## src/rtl/ifetch.sv

```systemverilog
// Instruction-fetch stage: owns the PC, reads the boot ROM and holds one fetched entry for decode.
// Optional build macro IFETCH_BSWAP_EN byte-swaps ROM words (big-endian image -> little-endian order).
module ifetch #(
   parameter logic [31:0] RESET_PC    = 32'h0000_0000,
   parameter int          ROM_COL_MAX = 32
) (
   input  logic        clk,
   input  logic        rst_n,
   output logic [31:0] rom_addr,
   input  logic [31:0] rom_data,
   input  logic        redirect_valid,
   input  logic [31:0] redirect_pc,
   output logic        if_valid,
   input  logic        if_ready,
   output logic [31:0] if_pc,
   output logic [31:0] if_instr,
   output logic        if_fault
);

   typedef enum logic [1:0] {BOOT, RUN, FAULT} state_t;

   typedef struct packed {
      logic [31:0] pc;
      logic [31:0] instr;
      logic        fault;
   } entry_t;

   localparam logic [31:0] PC_LIMIT = 32'(4 * ROM_COL_MAX);

   function automatic logic [31:0] swap(input logic [31:0] d);
`ifdef IFETCH_BSWAP_EN
      return {d[7:0], d[15:8], d[23:16], d[31:24]};
`else
      return d;
`endif
   endfunction

   state_t      state_q, state_d;
   logic [31:0] pc_q, pc_d;
   logic        vld_q, vld_d;
   entry_t      ent_q, ent_d;
   logic        pc_ok, load;

   assign pc_ok = (pc_q[1:0] == 2'b00) && (pc_q < PC_LIMIT);
   // A redirect always wins over a load; decode may still take the old entry that cycle.
   assign load  = (state_q == RUN) && !redirect_valid && (!vld_q || if_ready);

   always_comb begin
      state_d = state_q;
      pc_d    = pc_q;
      vld_d   = vld_q;
      ent_d   = ent_q;
      if (redirect_valid) begin
         pc_d    = redirect_pc;
         vld_d   = 1'b0;
         state_d = RUN;
      end else begin
         case (state_q)
            BOOT: state_d = RUN;
            RUN: begin
               if (load) begin
                  vld_d = 1'b1;
                  if (pc_ok) begin
                     ent_d = '{pc: pc_q, instr: swap(rom_data), fault: 1'b0};
                     pc_d  = pc_q + 32'd4;
                  end else begin
                     ent_d   = '{pc: pc_q, instr: 32'h0, fault: 1'b1};
                     state_d = FAULT;
                  end
               end
            end
            // Halted: the fault entry drains, then nothing more until a redirect.
            FAULT: if (vld_q && if_ready) vld_d = 1'b0;
            default: state_d = BOOT;
         endcase
      end
   end

   always_ff @(posedge clk or negedge rst_n) begin
      if (!rst_n) begin
         state_q <= BOOT;
         pc_q    <= RESET_PC;
         vld_q   <= 1'b0;
         ent_q   <= '0;
      end else begin
         state_q <= state_d;
         pc_q    <= pc_d;
         vld_q   <= vld_d;
         ent_q   <= ent_d;
      end
   end

   assign rom_addr = pc_q;
   assign if_valid = vld_q;
   assign if_pc    = ent_q.pc;
   assign if_instr = ent_q.instr;
   assign if_fault = ent_q.fault;

endmodule

```

## config.mk

```make
export PLATFORM = sky130hd
export DESIGN_NAME = ifetch
export DESIGN_NICKNAME = d
export VERILOG_FILES = /design/src/rtl/ifetch.sv
export SDC_FILE = /design/constraint.sdc
export NUM_CORES = 1
export LEC_CHECK = 0
export ABC_CLOCK_PERIOD_IN_PS = 4700
export CORE_ASPECT_RATIO = 1.1
export CORE_UTILIZATION = 46
export CTS_CLUSTER_DIAMETER = 200
export CTS_CLUSTER_SIZE = 20
export DETAILED_ROUTE_END_ITERATION = 6
export PLACE_DENSITY = 0.95
export SYNTH_ARGS = -nofsm -noshare
export SYNTH_HDL_FRONTEND = slang
export SYNTH_SLANG_ARGS = --single-unit
```

## constraint.sdc

```tcl
create_clock -name clk -period 4.7 [get_ports clk]
set_clock_uncertainty 0.1 [all_clocks]
set_input_delay 1.41 -clock clk [delete_from_list [all_inputs] [get_ports clk]]
set_output_delay 1.41 -clock clk [all_outputs]
set_load 0.01 [all_outputs]
```

==> flow_summary.json, run 1 <==
{
  "cts-root-to-sink-buffers": 2,
  "transition_time_at_the_pin_with_the_least_slew_margin_ns": 1.24,
  "setup-violations-final": 0,
  "post_synth_inst_count": 397,
  "postSynthRegisterBits": 100,
  "core-area_um2": 8450,
  "postSynthAreaPerCell_um2": 10.2,
  "worstHoldPathType": "flip-flop to flip-flop",
  "synth_top_area_share_pct": 62.1,
  "die_area_um2": 9140,
  "post-cts-setup-buffers": 0,
  "family_with_the_most_delay_on_the_worst_path": "simple AND/OR/NAND/NOR gates",
  "setup_total_negative_slack_ns": 0,
  "initial_core_util_pct": 47.7,
  "wl_met2_um": 5110,
  "antenna_found_initial": 0,
  "cts_hold_repair.buffers": 0,
  "post-route-drc-count": 0,
  "utilization_pct": 70.5,
  "area.sequential_um2": 2500,
  "netlist_top_cells_area": "sky130_fd_sc_hd__dfrtp_1 62%, sky130_fd_sc_hd__nand2_1 16%, sky130_fd_sc_hd__mux2_2 7.3%",
  "arrival_ns": 3.47,
  "post_cts.resized_instances": 0,
  "clock_sink_count": 100,
  "critical_path.max_stage_delay_ns": 0.99,
  "nNetsFinal": 624,
  "timing_hold_violations_final": 0,
  "detail_route.iter0.violations": 134,
  "max-cap-violations": 0,
  "antenna_left": 0,
  "area_occupied_by_multi_input_gates_um2": 1450,
  "fill_cells": 607,
  "drt-vias-per-instance": 5.08,
  "antenna_cells": 0,
  "wirelength_um": 10400,
  "h_tree_level_count": 3,
  "synth_enable_flop_cells": 0,
  "first_pass_grt_wire_length_um": 17000,
  "vdd_drop_max_v": 0.000246,
  "timing.critical_path.required_ns": 4.77,
  "tritoncts": "yes",
  "synth_seq_area_share_pct": 62.1,
  "io_buffers": 165,
  "route.detailed.wl_per_inst_um": 15.4,
  "critical_path.n_buffers_inverters": 1,
  "crit_path_start_kind": "input port",
  "layout_min_cycle_time_ns": 3.40,
  "slew_violations": 0,
  "dominantRegCellSynth": "sky130_fd_sc_hd__dfrtp_1",
  "power_density_nw_per_um2": 371,
  "grt_overflow": 0,
  "layout-drive-gt1-share_pct": 10.4,
  "synth_common_cells": "168 x sky130_fd_sc_hd__nand2_1, 100 x sky130_fd_sc_hd__dfrtp_1, 35 x sky130_fd_sc_hd__nand3_1, 26 x sky130_fd_sc_hd__mux2_2, 17 x sky130_fd_sc_hd__clkbuf_1",
  "areaGrowthSynthToFinish_pct": 47.7,
  "part_of_the_cycle_the_worst_path_needs_pct": 72.3,
  "rows": 35,
  "met3RoutedLength_um": 836,
  "gp_congestion": 0.798,
  "grt_start_max_net_pins": 82,
  "synth.net_count": 466,
  "clk_pin_slew_worst_paths_ns": 0.09,
  "ctsRootBufferMaster": "sky130_fd_sc_hd__clkbuf_8",
  "first_global_vias": 3558,
  "top_level_ports": 166,
  "routedLengthMet1_um": 4140,
  "synth_cell_types": 32,
  "firstDrtPassIters": 4,
  "static-leakage-power_uw": 0.00278,
  "worstSkewPairLatency_ns": 0.36,
  "outcome": "finished, final reports clean",
  "ys.warnings.count": 0,
  "yosys.cell_count.top_type": "sky130_fd_sc_hd__nand2_1",
  "die_w_um": 91.3,
  "synth-async-reset-ratio_pct": 100,
  "path_max_fanout": 67,
  "worst_slew_margin_rel_pct": 16.9,
  "crit_path_cell_chain": "clkdlybuf4s50_1 -> nand2b_1 -> nand3_1 -> or2_2 -> o32ai_1",
  "groute.usage.overall_pct": 23.8,
  "cts_buffers": 9,
  "syn-cell-area_um2": 4030,
  "critical_path.endpoint_type": "flip-flop",
  "timing.fmax_mhz": 294,
  "setup_repair_after_global_routing_missed_its_margin": "no",
  "die_y_um": 100,
  "highest-signal-layer": "met4",
  "synth_area_leader_cell": "sky130_fd_sc_hd__dfrtp_1",
  "path_class": "input port to flip-flop",
  "post_dp_hpwl_um": 7340,
  "critical_path.slowest_cell": "sky130_fd_sc_hd__or2_2",
  "routed-via-count": 3411
}
-- worst register-to-register path, delay by kind of cell, from the launching register on --
family	cells	cell delay, ns
flip-flops	1	0.43
AND/OR/NAND/NOR	5	2.09
-- worst paths after layout --
kind,start,end,slack [ns],depth (start not counted)
worst max-delay path,if_ready,state_q[1],1.30,5
worst min-delay path,if_instr[10],if_instr[10],0.37,2
worst max register to register,rom_addr[12],if_instr[21],2.02,5
worst min register to register,if_instr[10],if_instr[10],0.37,2
max in group asynchronous,rst_n,rom_addr[26],2.54,2
min in group asynchronous,rst_n,if_pc[19],1.11,1
-- metal layers --
layer	vias up	global-route usage [%]
met3	24	7.80
met2	127	40.3
met1	1647	28.0
met5	-	0
met4	0	10.4
li1	1613	-
-- cells in the final DEF (no fill, tap or decap), types with 2 or more instances in the layout --
master and instances:
sky130_fd_sc_hd__clkinvlp_4 2, sky130_fd_sc_hd__dfrtp_1 100, sky130_fd_sc_hd__nor4_1 2, sky130_fd_sc_hd__nor2b_1 2
sky130_fd_sc_hd__nand2b_1 6, sky130_fd_sc_hd__a21oi_1 3, sky130_fd_sc_hd__clkdlybuf4s50_1 163, sky130_fd_sc_hd__clkbuf_8 9
sky130_fd_sc_hd__buf_4 5, sky130_fd_sc_hd__nor4_2 4, sky130_fd_sc_hd__a22oi_1 2, sky130_fd_sc_hd__nor2_1 4
sky130_fd_sc_hd__mux2_2 26, sky130_fd_sc_hd__nand3_1 35, sky130_fd_sc_hd__inv_8 2, sky130_fd_sc_hd__nor3_1 2
sky130_fd_sc_hd__o21ai_0 3, sky130_fd_sc_hd__nor3b_1 2, sky130_fd_sc_hd__nand2_1 168
-- logic make-up (layout without fill, tap and decap cells) --
group,count (synthesis),in the layout,synth area share [%]
and+or+nand+nor,234,234,25.9
DFF,100,100,62.1
muxes,26,26,7.26
buffers and inverters,23,186,2.27
AOI/OAI and AO/OA,12,12,1.95
adders and majority gates,1,1,0.310
xor gates and xnor gates,1,1,0.217
-- registers in the layout, summed over array words and instances (netlist names) --
name and flops:
if_instr 32, if_pc 32, rom_addr 32, state_q 2, if_fault 1, if_valid 1
-- power by group --
group,internal [uW],switching (uW),total (uW)
Combinational,334,280,614
Sequential,987,93.5,1080
Clock,202,311,513
Total,1520,684,2210
-- final cells by class --
class	instances	area share [%]
sequential	100	42.0
tap	111	2.33
timing repair buffer	169	28.1
clock buffer	9	2.08
multi-input combinational	274	24.4
clock inverter	7	1.01
inverter	1	0.0630
-- stage by stage --
stage	setup slack, ns	instances	instance area [um2]	power, uW	hold slack, ns
2_1_floorplan	1.93	397	4030	1310	0.389
3_3_place_gp	1.04	655	5770	1690	0.350
3_5_place_dp	0.914	655	5770	1710	0.357
4_1_cts	1.30	671	5950	2240	0.380
5_1_grt	1.14	671	5950	2330	0.408
6_report	1.30	671	5950	2210	0.373
No activity file was read; power rests on OpenSTA's default activity.
==> run 2: changes to the inputs <==
==> config.mk (replaced) <==
export PLATFORM = sky130hd
export DESIGN_NAME = ifetch
export DESIGN_NICKNAME = d
export VERILOG_FILES = /design/src/rtl/ifetch.sv
export SDC_FILE = /design/constraint.sdc
export NUM_CORES = 1
export LEC_CHECK = 0
export ABC_CLOCK_PERIOD_IN_PS = 2800
export CORE_ASPECT_RATIO = 1.1
export CORE_UTILIZATION = 39
export CTS_CLUSTER_DIAMETER = 200
export CTS_CLUSTER_SIZE = 20
export DETAILED_ROUTE_END_ITERATION = 6
export PLACE_DENSITY = 0.89
export SYNTH_ARGS = -nofsm -noshare
export SYNTH_HDL_FRONTEND = slang
export SYNTH_SLANG_ARGS = --single-unit
==> constraint.sdc (replaced) <==
create_clock -name clk -period 2.8 [get_ports clk]
set_clock_uncertainty 0.1 [all_clocks]
set_input_delay 0.84 -clock clk [delete_from_list [all_inputs] [get_ports clk]]
set_output_delay 0.84 -clock clk [all_outputs]
set_load 0.01 [all_outputs]
==> run 2 against run 1 <==
Compared with the run above:
- sequential power rose by 69%
- critical path type is now flip-flop to output port
- first-iteration DRC count fell by 25%
- global-route usage fell by 2.8 points
- sequential cell count did not move
==> flow_summary.json, run 2 (synthesized netlist as in run 1, its figures left out) <==
{
  "vdd_drop_max_v": 0.000462,
  "power_density_nw_per_um2": 611,
  "detail_route.iter0.violations": 100,
  "areaGrowthSynthToFinish_pct": 50.4,
  "p_sw_uw": 1100,
  "top_level_ports": 166,
  "critical_path.max_stage_delay_ns": 0.60,
  "worstHoldPathType": "flip-flop to flip-flop",
  "switching_share_pct": 29.6,
  "part_of_the_cycle_the_worst_path_needs_pct": 85.0,
  "slew_violations": 0,
  "comb_power_share_pct": 28.5,
  "timing_hold_violations_final": 0,
  "groute.usage.overall_pct": 21.1,
  "cts-root-to-sink-buffers": 2,
  "path_class": "flip-flop to output port",
  "nNetsFinal": 633,
  "layout.cells.non_filler": 688,
  "die_w_um": 98.9,
  "antenna_found_initial": 0,
  "worstSkewPairLatency_ns": 0.36,
  "rows": 38,
  "core-area_um2": 9940,
  "totalPowerFinal_uw": 3700,
  "tritoncts": "yes",
  "gp_congestion": 0.753,
  "first_global_vias": 3590,
  "h_tree_level_count": 3,
  "post-route-drc-count": 0,
  "ctsRootBufferMaster": "sky130_fd_sc_hd__clkbuf_8",
  "critical_path.endpoint_type": "output port",
  "die_y_um": 109,
  "layout_min_cycle_time_ns": 2.38,
  "family_with_the_most_delay_on_the_worst_path": "buffers and inverters",
  "post_cts.resized_instances": 0,
  "dp_cells": 673,
  "max-cap-violations": 0,
  "routed-via-count": 3451,
  "clock_power_share_pct": 22.5,
  "share_seq_of_total_power_pct": 49.0,
  "clock_sink_count": 100,
  "internal_power_uw": 2610,
  "utilization_pct": 61.0,
  "post-cts-setup-buffers": 0,
  "transition_time_at_the_pin_with_the_least_slew_margin_ns": 0.628,
  "io_buffers": 165,
  "post_dp_hpwl_um": 7870,
  "outcome": "finished, final reports clean",
  "cts_buffers": 9,
  "firstDrtPassIters": 4,
  "critical_path.slowest_cell": "sky130_fd_sc_hd__clkdlybuf4s50_1",
  "route.detailed.wl_per_inst_um": 15.7,
  "crit_path_cell_chain": "clkdlybuf4s50_1",
  "path_max_fanout": 9,
  "grt_start_max_net_pins": 54,
  "timing.fmax_mhz": 420,
  "initial_core_util_pct": 40.6,
  "drt-vias-per-instance": 5.02,
  "first_pass_grt_wire_length_um": 17400,
  "timing.critical_path.required_ns": 1.86,
  "crit_path_start_kind": "flip-flop",
  "cts_hold_repair.buffers": 0,
  "antenna_cells": 0,
  "hold_slack_ns": 0.374,
  "wirelength_um": 10800,
  "setup_repair_after_global_routing_missed_its_margin": "no",
  "arrival_ns": 1.44,
  "layout-drive-gt1-share_pct": 11.6,
  "critical_path.n_buffers_inverters": 1,
  "layout.cells.most_common": "sky130_fd_sc_hd__nand2_1",
  "clk_pin_slew_worst_paths_ns": 0.09,
  "setup_total_negative_slack_ns": 0,
  "setup-violations-final": 0,
  "most-common-layout-cells": "168 x sky130_fd_sc_hd__nand2_1, 163 x sky130_fd_sc_hd__clkdlybuf4s50_1, 100 x sky130_fd_sc_hd__dfrtp_1, 35 x sky130_fd_sc_hd__nand3_1, 26 x sky130_fd_sc_hd__mux2_2",
  "static-leakage-power_uw": 0.00283,
  "die_area_um2": 10700,
  "worst_slew_margin_rel_pct": 58.2,
  "grt_overflow": 0,
  "fill_cells": 796,
  "antenna_left": 0
}
-- run 2: cell count changes in the layout (fill, tap and decap cells not counted), sizes merged --
cell,delta
buf,+9
clkbuf,+2
inv,-3
-- run 2: routing by layer --
metal	vias up	GRT usage [%]	share of wire (%)	routed length (um)
met2	138	37.7	51	5560
met1	1666	23.9	39	4190
li1	1629	-	-	-
met5	-	0	0	0
met4	0	9.28	2.2	235
met3	18	5.32	7.6	820
-- run 2: metrics by stage --
step                cell area [um2]  worst slack (ns)
detailed placement             5890             0.135
global placement               5890             0.183
global route                   6060             0.357
finish                         6060             0.421
CTS                            6060             0.410
floorplan                      4030             0.601
-- run 2: power groups by stage --
| stage | sequential (uW) | clock [uW] | combinational [uW] |
|---|---|---|---|
| 2_1_floorplan | 1920 | 0 | 284 |
| 3_3_place_gp | 1840 | 0 | 1030 |
| 3_5_place_dp | 1840 | 0 | 1060 |
| 4_1_cts | 1820 | 867 | 1070 |
| 5_1_grt | 1850 | 928 | 1140 |
| 6_report | 1820 | 832 | 1060 |
-- run 2: worst paths after layout --
| check | start | end | slack (ns) | depth (start not counted) |
|---|---|---|---|---|
| max | rom_addr[4] | rom_addr[4] | 0.42 | 1 |
| min | if_instr[23] | if_instr[23] | 0.37 | 2 |
| max reg2reg | rom_addr[20] | rom_addr[5] | 0.70 | 6 |
| min reg2reg | if_instr[23] | if_instr[23] | 0.37 | 2 |
| max in group asynchronous | rst_n | state_q[1] | 1.47 | 2 |
| min in group asynchronous | rst_n | if_instr[5] | 0.39 | 1 |
-- run 2: layout make-up --
| type | instances | area, um2 | area share [%] |
|---|---|---|---|
| inverter | 1 | 3.75 | 0.0619 |
| multi-input combinational | 274 | 1450 | 23.9 |
| clock inverter | 4 | 25.0 | 0.413 |
| clock buffer | 11 | 151 | 2.50 |
| timing repair buffer | 178 | 1780 | 29.3 |
| tap | 120 | 150 | 2.48 |
| sequential | 100 | 2500 | 41.3 |
